$ cat config.mk
export PLATFORM = sky130hd
export DESIGN_NAME = dmem_portb_arbiter_flat
export DESIGN_NICKNAME = d
export VERILOG_FILES = /design/src/rtl/dmem_portb_arbiter_pkg.sv /design/src/rtl/dmem_portb_arbiter_if.sv /design/src/rtl/dmem_portb_arbiter_rd_valid_pipe.sv /design/src/rtl/dmem_portb_arbiter.sv /design/src/flat_wrapper.sv
export SDC_FILE = /design/constraint.sdc
export NUM_CORES = 1
export LEC_CHECK = 0
export ABC_AREA = 1
export BUFFER_PORTS_ARGS = -buffer_cell sky130_fd_sc_hd__buf_4
export CAP_MARGIN = 0
export CORE_AREA = 2 2 406 408
export CTS_CLUSTER_SIZE = 20
export DETAILED_ROUTE_END_ITERATION = 8
export DIE_AREA = 0 0 408 410
export SLEW_MARGIN = 25
export SYNTH_ARGS = -nofsm -noshare
export SYNTH_HDL_FRONTEND = slang
export SYNTH_SLANG_ARGS = --single-unit
$ cat constraint.sdc
create_clock -name clk -period 1.5 [get_ports clk]
set_input_delay 0.225 -clock clk [delete_from_list [all_inputs] [get_ports clk]]
set_output_delay 0.225 -clock clk [all_outputs]
set_load 0.01 [all_outputs]
$ cat src/rtl/dmem_portb_arbiter_pkg.sv
// Shared types and line geometry for DMEM port B, used by the arbiter, the
// accelerator line reader and the CCD line writer.
package dmem_arb_pkg;

  localparam int DMEM_LINE_ADDR_W = 8;
  localparam int DMEM_LINE_W      = 256;

  typedef enum logic [1:0] {
    OWN_IDLE,
    OWN_CCD,
    OWN_ACC
  } owner_e;

  // Only meaningful for the two requester encodings.
  function automatic owner_e other_side(input owner_e side);
    return (side == OWN_CCD) ? OWN_ACC : OWN_CCD;
  endfunction

endpackage

$ cat src/rtl/dmem_portb_arbiter_if.sv
// Port-B bundle: CCD write requester, accelerator read requester and the
// dual-port RAM port B. The arbiter takes the slave view.
interface dmem_portb_arbiter_if
  import dmem_arb_pkg::*;
#(
  parameter int ADDR_W = DMEM_LINE_ADDR_W,
  parameter int DATA_W = DMEM_LINE_W
);

  logic              ccd_req;
  logic [ADDR_W-1:0] ccd_addr;
  logic [DATA_W-1:0] ccd_data;
  logic              ccd_gnt;

  logic              acc_req;
  logic [ADDR_W-1:0] acc_addr;
  logic              acc_gnt;
  logic [DATA_W-1:0] acc_rdata;
  logic              acc_rvalid;

  logic [ADDR_W-1:0] ram_addr_b;
  logic [DATA_W-1:0] ram_data_b;
  logic              ram_rden_b;
  logic              ram_wren_b;
  logic [DATA_W-1:0] ram_q_b;

  modport slave (
    input  ccd_req, ccd_addr, ccd_data, acc_req, acc_addr, ram_q_b,
    output ccd_gnt, acc_gnt, acc_rdata, acc_rvalid,
           ram_addr_b, ram_data_b, ram_rden_b, ram_wren_b
  );

  modport master (
    output ccd_req, ccd_addr, ccd_data, acc_req, acc_addr, ram_q_b,
    input  ccd_gnt, acc_gnt, acc_rdata, acc_rvalid,
           ram_addr_b, ram_data_b, ram_rden_b, ram_wren_b
  );

endinterface

$ cat src/rtl/dmem_portb_arbiter_rd_valid_pipe.sv
// Delays each accelerator read grant by the RAM read latency so acc_rvalid
// lines up with q_b; also reports whether any read is still outstanding.
module rd_valid_pipe #(
  parameter int RD_LAT = 2
) (
  input  logic clk,
  input  logic rst_n,
  input  logic gnt,
  output logic rvalid,
  output logic in_flight
);

  logic [RD_LAT-1:0] stage_q;

  // NOTE: registers use <= so every stage samples the pre-edge value of its
  // neighbour; blocking assignments here would collapse the shift chain.
  always_ff @(posedge clk) begin
    if (!rst_n) begin
      stage_q <= '0;
    end else begin
      stage_q <= (stage_q << 1) | RD_LAT'(gnt);
    end
  end

  assign rvalid    = stage_q[RD_LAT-1];
  assign in_flight = |stage_q;

endmodule

$ cat src/rtl/dmem_portb_arbiter.sv
// DMEM port-B arbiter: round-robin ownership with bounded bursts between the
// CCD line writer and the accelerator line reader, plus read-valid tracking.
module dmem_portb_arbiter
  import dmem_arb_pkg::*;
#(
  parameter int ADDR_W    = DMEM_LINE_ADDR_W,
  parameter int DATA_W    = DMEM_LINE_W,
  parameter int RD_LAT    = 2,
  parameter int MAX_BURST = 4
) (
  input  logic                  clk,
  input  logic                  rst_n,
  dmem_portb_arbiter_if.slave   bus,
  output logic                  busy
);

  localparam int              CNT_W      = $clog2(MAX_BURST) + 1;
  localparam logic [CNT_W-1:0] BURST_LAST = CNT_W'(MAX_BURST - 1);

  owner_e            owner_q, owner_d;
  owner_e            last_q, last_d;
  logic [CNT_W-1:0]  beat_q, beat_d;
  logic              own_req, other_req;
  logic              ccd_gnt, acc_gnt;
  logic              acc_rvalid, rd_in_flight;
  logic [ADDR_W-1:0] cmd_addr;
  logic [DATA_W-1:0] cmd_data;
  logic              cmd_rden, cmd_wren;

  // NOTE: reset is synchronous, so it only takes effect on a clock edge.
  always_ff @(posedge clk) begin
    if (!rst_n) begin
      owner_q <= OWN_IDLE;
      last_q  <= OWN_ACC;
      beat_q  <= '0;
    end else begin
      owner_q <= owner_d;
      last_q  <= last_d;
      beat_q  <= beat_d;
    end
  end

  // NOTE: every output of this block is defaulted first so no path infers a latch.
  always_comb begin
    owner_d   = owner_q;
    last_d    = last_q;
    beat_d    = beat_q;
    own_req   = 1'b0;
    other_req = 1'b0;

    case (owner_q)
      OWN_CCD: begin
        own_req   = bus.ccd_req;
        other_req = bus.acc_req;
      end
      OWN_ACC: begin
        own_req   = bus.acc_req;
        other_req = bus.ccd_req;
      end
      default: ;
    endcase

    if (owner_q == OWN_IDLE) begin
      beat_d = '0;
      if (bus.ccd_req && bus.acc_req) begin
        owner_d = other_side(last_q);
      end else if (bus.ccd_req) begin
        owner_d = OWN_CCD;
      end else if (bus.acc_req) begin
        owner_d = OWN_ACC;
      end
    end else if (!own_req) begin
      // Owner went quiet: hand straight over, or release to the bubble state.
      beat_d  = '0;
      last_d  = owner_q;
      owner_d = other_req ? other_side(owner_q) : OWN_IDLE;
    end else if (beat_q == BURST_LAST) begin
      beat_d = '0;
      if (other_req) begin
        owner_d = other_side(owner_q);
        last_d  = owner_q;
      end
    end else begin
      beat_d = beat_q + 1'b1;
    end
  end

  assign ccd_gnt = (owner_q == OWN_CCD) && bus.ccd_req;
  assign acc_gnt = (owner_q == OWN_ACC) && bus.acc_req;

  always_comb begin
    cmd_addr = '0;
    cmd_data = '0;
    cmd_rden = 1'b0;
    cmd_wren = 1'b0;
    if (ccd_gnt) begin
      cmd_addr = bus.ccd_addr;
      cmd_data = bus.ccd_data;
      cmd_wren = 1'b1;
    end else if (acc_gnt) begin
      cmd_addr = bus.acc_addr;
      cmd_rden = 1'b1;
    end
  end

  rd_valid_pipe #(
    .RD_LAT(RD_LAT)
  ) u_rd_valid_pipe (
    .clk      (clk),
    .rst_n    (rst_n),
    .gnt      (acc_gnt),
    .rvalid   (acc_rvalid),
    .in_flight(rd_in_flight)
  );

  assign bus.ccd_gnt    = ccd_gnt;
  assign bus.acc_gnt    = acc_gnt;
  assign bus.acc_rvalid = acc_rvalid;
  assign bus.acc_rdata  = bus.ram_q_b;
  assign bus.ram_addr_b = cmd_addr;
  assign bus.ram_data_b = cmd_data;
  assign bus.ram_rden_b = cmd_rden;
  assign bus.ram_wren_b = cmd_wren;

  assign busy = (owner_q != OWN_IDLE) || rd_in_flight;

  // Requesters must hold their command steady until granted (or withdraw it).
  a_ccd_hold: assert property (@(posedge clk) disable iff (!rst_n)
    (bus.ccd_req && !ccd_gnt) |=> (!bus.ccd_req ||
      ($stable(bus.ccd_addr) && $stable(bus.ccd_data))));

  a_acc_hold: assert property (@(posedge clk) disable iff (!rst_n)
    (bus.acc_req && !acc_gnt) |=> (!bus.acc_req || $stable(bus.acc_addr)));

  a_one_strobe: assert property (@(posedge clk) disable iff (!rst_n)
    !(cmd_rden && cmd_wren));

endmodule

$ cat src/flat_wrapper.sv
// flat-port wrapper written by rule: the top's interface ports become plain ports
module dmem_portb_arbiter_flat import dmem_arb_pkg::*;
#(
  parameter int ADDR_W    = DMEM_LINE_ADDR_W,
  parameter int DATA_W    = DMEM_LINE_W,
  parameter int RD_LAT    = 2,
  parameter int MAX_BURST = 4
)
  (clk, rst_n, busy, bus_ccd_req, bus_ccd_addr, bus_ccd_data, bus_acc_req, bus_acc_addr, bus_ram_q_b, bus_ccd_gnt, bus_acc_gnt, bus_acc_rdata, bus_acc_rvalid, bus_ram_addr_b, bus_ram_data_b, bus_ram_rden_b, bus_ram_wren_b);
  dmem_portb_arbiter_if #(.ADDR_W(ADDR_W), .DATA_W(DATA_W)) bus_i ();
  input  logic clk;
  input  logic rst_n;
  output logic busy;
  input wire logic [$bits(bus_i.ccd_req)-1:0] bus_ccd_req;
  input wire logic [$bits(bus_i.ccd_addr)-1:0] bus_ccd_addr;
  input wire logic [$bits(bus_i.ccd_data)-1:0] bus_ccd_data;
  input wire logic [$bits(bus_i.acc_req)-1:0] bus_acc_req;
  input wire logic [$bits(bus_i.acc_addr)-1:0] bus_acc_addr;
  input wire logic [$bits(bus_i.ram_q_b)-1:0] bus_ram_q_b;
  output wire logic [$bits(bus_i.ccd_gnt)-1:0] bus_ccd_gnt;
  output wire logic [$bits(bus_i.acc_gnt)-1:0] bus_acc_gnt;
  output wire logic [$bits(bus_i.acc_rdata)-1:0] bus_acc_rdata;
  output wire logic [$bits(bus_i.acc_rvalid)-1:0] bus_acc_rvalid;
  output wire logic [$bits(bus_i.ram_addr_b)-1:0] bus_ram_addr_b;
  output wire logic [$bits(bus_i.ram_data_b)-1:0] bus_ram_data_b;
  output wire logic [$bits(bus_i.ram_rden_b)-1:0] bus_ram_rden_b;
  output wire logic [$bits(bus_i.ram_wren_b)-1:0] bus_ram_wren_b;
  assign bus_i.ccd_req = bus_ccd_req;
  assign bus_i.ccd_addr = bus_ccd_addr;
  assign bus_i.ccd_data = bus_ccd_data;
  assign bus_i.acc_req = bus_acc_req;
  assign bus_i.acc_addr = bus_acc_addr;
  assign bus_i.ram_q_b = bus_ram_q_b;
  assign bus_ccd_gnt = bus_i.ccd_gnt;
  assign bus_acc_gnt = bus_i.acc_gnt;
  assign bus_acc_rdata = bus_i.acc_rdata;
  assign bus_acc_rvalid = bus_i.acc_rvalid;
  assign bus_ram_addr_b = bus_i.ram_addr_b;
  assign bus_ram_data_b = bus_i.ram_data_b;
  assign bus_ram_rden_b = bus_i.ram_rden_b;
  assign bus_ram_wren_b = bus_i.ram_wren_b;
  dmem_portb_arbiter #(.ADDR_W(ADDR_W), .DATA_W(DATA_W), .RD_LAT(RD_LAT), .MAX_BURST(MAX_BURST)) u_core (.clk(clk), .rst_n(rst_n), .bus(bus_i), .busy(busy));
endmodule
### Yosys cells after proc, flatten, opt, wreduce, memory -nomap -nowiden

Index checks and enable logic that the tools add are counted.

| storage, ports and cells | value |
|---|---|
| register bits after elaboration | 9 |
| logic and storage cells | 49 |
| input bits | 532 |

| operators by class | value |
|---|---|
| add/sub/neg operators | 1 |
| bitwise logic cells | 4 |
| eq/ne operators | 9 |
| reductions and logical operators | 10 |
| muxes and demuxes | 21 |

Operators with widths:

| cell | count |
|---|---|
| two-way mux 256 bit | 1 |
| two-way mux 2 bit | 13 |
| two-way mux 8 bit | 2 |
| inequality test 3 bit (second input constant) | 2 |
| AND reduction 3 bit | 2 |
| == test 2 x 1 -> 1 bit (second input constant) | 2 |
| inequality test 2 bit (second input constant) | 2 |
| inequality test 4 bit (second input constant) | 1 |
| case mux 1 bit (2 select lines) | 2 |
| OR reduction 4 bit | 1 |
| adder 3 x 1 -> 3 bit (second input constant) | 1 |
| == test 3 x 2 -> 1 bit (second input constant) | 1 |
| logical AND 1 bit | 3 |
| two-way mux 1 bit | 3 |
| NOT 1 bit | 3 |
| == test 2 bit (second input constant) | 1 |
| zero test 2 bit | 1 |
| bitwise OR 2 x 1 -> 2 bit | 1 |
| nonzero test 2 bit | 1 |
| OR reduction 2 bit | 1 |
| logical OR 1 bit | 1 |

### Logic depth before layout (Yosys ltp)

| depth | value |
|---|---|
| depth in word-level cells | 6 |
| depth in mapped cells | 10 |
| depth with buffers taken out | 10 |

### Cells and area by module

From an unflattened synthesis, not the netlist that was laid out.

| second synthesis, totals | value |
|---|---|
| cells, all modules | 885 |
| area total of the unflattened synthesis | 4755.8 sq um |

By module, submodules not included:

| module | cells an instance | sequential area each (sq um) | instances | area an instance (sq um) |
|---|---|---|---|---|
| dmem_portb_arbiter | 876 | 140.1 | 1 | 4689.5 |
| rd_valid_pipe | 9 | 40.0 | 1 | 66.3 |

### Worst setup path after synthesis

Ideal clock, no wire load.

| path | value |
|---|---|
| path kind | reg-to-output |
| from | register u_core.owner_q[1] |
| to | output bus_ram_addr_b[0] |
| data required time | 1275 ps |
| arrival time | 1271 ps |
| slack | 4 ps |
| cell stages (with the launch flop) | 7 |
| path through | dfxtp_1 > inv_1 > ha_1 > nand2_2 > inv_2 > nor2_4 > a22o_1 |

RTL lines:

| element | line | text |
|---|---|---|
| start: declaration | dmem_portb_arbiter.sv:20 | `owner_e owner_q, owner_d;` |
| start signal: assignment | dmem_portb_arbiter.sv:37 | `owner_q <= owner_d;` |
| == test 2 x 1 -> 1 bit | dmem_portb_arbiter.sv:88 | `assign ccd_gnt = (owner_q == OWN_CCD) && bus.ccd_req;` |
| logical AND 1 bit | dmem_portb_arbiter.sv:88 |  |
| via bus_ccd_gnt | flat_wrapper.sv:20 | `output wire logic [$bits(bus_i.ccd_gnt)-1:0] bus_ccd_gnt;` |
| two-way mux 8 bit | dmem_portb_arbiter.sv:96 | `if (ccd_gnt) begin` |
| end: declaration | flat_wrapper.sv:24 | `output wire logic [$bits(bus_i.ram_addr_b)-1:0] bus_ram_addr_b;` |

The timed path passes the listed nets, and every way through them passes these cells.

### Worst setup path after layout

| path | value |
|---|---|
| from | register u_core.owner_q[1] |
| to | output bus_ram_addr_b[4] |

| on the way | value |
|---|---|
| longest elaborated chain between the ends | 4 |

Ends and longest elaborated chain:

| element | line | text |
|---|---|---|
| == test 2 bit | dmem_portb_arbiter.sv:89 | `assign acc_gnt = (owner_q == OWN_ACC) && bus.acc_req;` |
| logical AND 1 bit | dmem_portb_arbiter.sv:89 |  |
| two-way mux 8 bit | dmem_portb_arbiter.sv:100 | `end else if (acc_gnt) begin` |
| two-way mux 8 bit (*) | dmem_portb_arbiter.sv:96 |  |

Every way passes the cells marked *; elsewhere a longest branch is shown, timed or not.

==> key figures <==
Timing
  • Slew Limit Headroom: a little over 80%
  • Fmax: ~530 MHz
  • Final clock skew: 0.00158 ns
  • Post-layout minimum cycle time: around 1.9 ns
  • Fin worst setup slack: -0.371 ns
  • Fin crit share: 125%
  • Sum Neg Setup Slack: -75.43 ns
  • Max Slew Vio Count: 0
  • Final Hold Vio Count: 0
  • Worst-Margin Slew: 0.290 ns
  • # setup viols final: 274
  • Unrepaired setup endpoints after global routing: true

Die
  • Starting Density: ~2.8%
  • Die height: roughly 400 um
  • Die area: 0.167 mm2
  • Die W: a little over 400 um
  • Core footprint: between 0.15 and 0.2 mm2
  • Num rows: between 100 and 150
  • IO Pins: between 1000 and 1500

Synthesis
  • Distinct cells, synth: 23
  • Mapped Avg Cell Area: 5.27 um2
  • Synth Warn #: 0
  • Register area share after synthesis: under 10%
  • Synth Net Count: roughly 1400
  • Post-synth EDFFs: 0
  • Yosys reg bits: 9
  • Ys async rst share: 0%
  • Mapped Area: approximately 0.0046 mm2
  • Syn Inst Count: between 800 and 900
  • Ys flop type: dfxtp_1

Cells and area
  • Fillers: approximately 20000
  • Most frequent cells in the layout: buf_4 (538), inv_1 (266), nor2_1 (243)
  • Cell area after layout: between 0.01 and 0.015 mm2
  • Area delta synth->final: 121%
  • Commonest non-fill, non-tap cell in the layout: buf_4
  • Final nets: about 1700
  • Final Util: 6.28%
  • Layout cells sized above 1: between 50 and 60%

Global routing
  • GR Util All Layers: between 10 and 15%
  • Initial antenna violation count: between 80 and 90
  • First-pass GRT wire length: ~140000 um
  • Vias in the first global route: around 5900
  • Largest net degree at the start of global routing: 44
  • GRT overflow: 0

Placed design
  • Gpl congestion: 0.918
  • Port Buf Inserts: around 550
  • Dpl hpwl: around 130000 um
  • Dpl cell area: between 0.009 and 0.01 mm2

Routing
  • Final ANT Viol Nets: 0
  • Wire per inst: approximately 39 um
  • Vias: approximately 6800
  • 1st-pass router iterations: 5
  • Final wirelength: 131000 um
  • Number of DRC markers in iteration 0: between 400 and 500
  • Drt via density: 2.00
  • DR DRC count: 0

Clock network
  • CTS clk-pin slew, worst paths: around 0.040 ns
  • Root Driver: clkbuf_16
  • Num CTS Buffers: 3
  • Clk buf depth: 2
  • CTS H-tree lvls: 1
  • Clock Latency Late Sink: roughly 0.24 ns
  • Sink Count: 9
  • CTS tree: built

Pwr
  • Worst vdd rail ir drop: roughly 0.33 mV
  • Total power: 6.39 mW
  • Leak: 5.36 nW
  • PwrDens: slightly above 600 mW/mm2

Setup path
  • R2R Setup Slk: -0.30 ns
  • CP Class: reg2out
  • Crit-path cells: inv_2 -> ha_4 -> nand2_8 -> inv_8 -> nor2_4 -> buf_6 -> buf_12 -> a22o_1 -> buf_6
  • Max FO, Critical Path: 5
  • Critical Path RT: roughly 1.3 ns
  • Most frequent CP cell: buf_6
  • CP max-delay cell: dfxtp_2
  • Critical Path Start Type: register
  • Worst EP arrival: 1.65 ns
  • Worst path max stage delay: around 0.33 ns
  • Worst setup EP type: output pin

Outcome
  • Failing checks: negative setup slack
  • Status: complete, but fails checks

Run
  • Number of max-cap violations: 0

Min path
  • HP Class: in2reg
-- area by class of cell --
class	instances	area, um2	area share [%]
antenna	21	52.6	0.512
clock buffer	4	78.8	0.768
inverter	270	1020	9.97
multi-input combinational	317	1490	14.5
sequential	9	185	1.80
tap	2189	2740	26.7
timing repair buffer	583	4700	45.8
-- where the power goes --
group	internal, mW	switching, mW
clock network	0.355	0.119
registers	0.306	0.0377
logic	2.50	3.07
-- through the flow --
step | hold WS [ns] | cells | setup slack (ns)
after floorplan | 0.318 | 881 | 0.00437
after global placement | 0.406 | 3355 | -0.293
after detailed placement | 0.411 | 3355 | -0.299
after CTS | 0.242 | 3370 | -0.358
after global routing | 0.257 | 3376 | -0.408
final | 0.247 | 3393 | -0.371
-- critical path: cells and delay by family, from the launching register on --
family | cells | cell delay (ns)
flip-flops | 1 | 0.33
AND/OR/NAND/NOR | 2 | 0.25
buffers and inverters | 5 | 0.48
adder cells (fa/ha/maj) | 1 | 0.17
AO/OA/AOI/OAI | 1 | 0.15
-- worst paths after layout --
check | start | end | cells past startpoint
max reg2reg | u_core.owner_q[1] | u_core.owner_q[1] | 12
min reg2reg | u_core.beat_q[0] | u_core.beat_q[0] | 1
max | u_core.owner_q[1] | bus_ram_addr_b[4] | 9
min | rst_n | u_core.u_rd_valid_pipe.stage_q[1] | 3
-- synthesized netlist by cell type, types with 4 or more instances --
| library cell | number | area share, % |
|---|---|---|
| a22o_1 | 8 | 1.5 |
| buf_2 | 23 | 2.5 |
| buf_4 | 257 | 42 |
| buf_6 | 4 | 0.97 |
| dfxtp_1 | 9 | 3.9 |
| ha_1 | 6 | 1.6 |
| inv_1 | 268 | 22 |
| nand2_1 | 15 | 1.2 |
| nand2_2 | 5 | 0.67 |
| nand3_1 | 4 | 0.43 |
| nand4_1 | 4 | 0.54 |
| nor2_1 | 264 | 21 |
-- flip-flops by register name, summed over array words and instances (netlist names) --
name and cells:
u_core.beat_q 3, u_core.last_q 2, u_core.owner_q 2, u_core.u_rd_valid_pipe.stage_q 2
-- cell families (layout without fill, tap and decap cells) --
logic type | count (synthesis) | count (layout) | synth area share, %
flops | 9 | 9 | 3.88
buf+inv | 555 | 857 | 67.0
simple gates | 298 | 298 | 25.2
fa+ha+maj | 6 | 6 | 1.62
other cells | 0 | 21 | 0
compound gates | 13 | 13 | 2.35
-- what timing repair did --
| action | in CTS | in global routing |
|---|---|---|
| buffers inserted | 9 | 1 |
| setup endpoints to repair | 274 | 275 |
| pin swaps | 3 | 0 |
| hold buffers | 0 | 0 |
| gates cloned | 2 | 1 |
| resized for setup | 63 | 23 |
-- metal layers --
metal | track usage [%] | routed length [um] | vias up
li1 | - | - | 2776
met1 | 7.23 | 22300 | 2888
met2 | 24.0 | 59700 | 843
met3 | 25.3 | 46100 | 165
met4 | 1.19 | 1410 | 124
met5 | 1.47 | 1130 | -
Power figures use the tool's default switching activity.
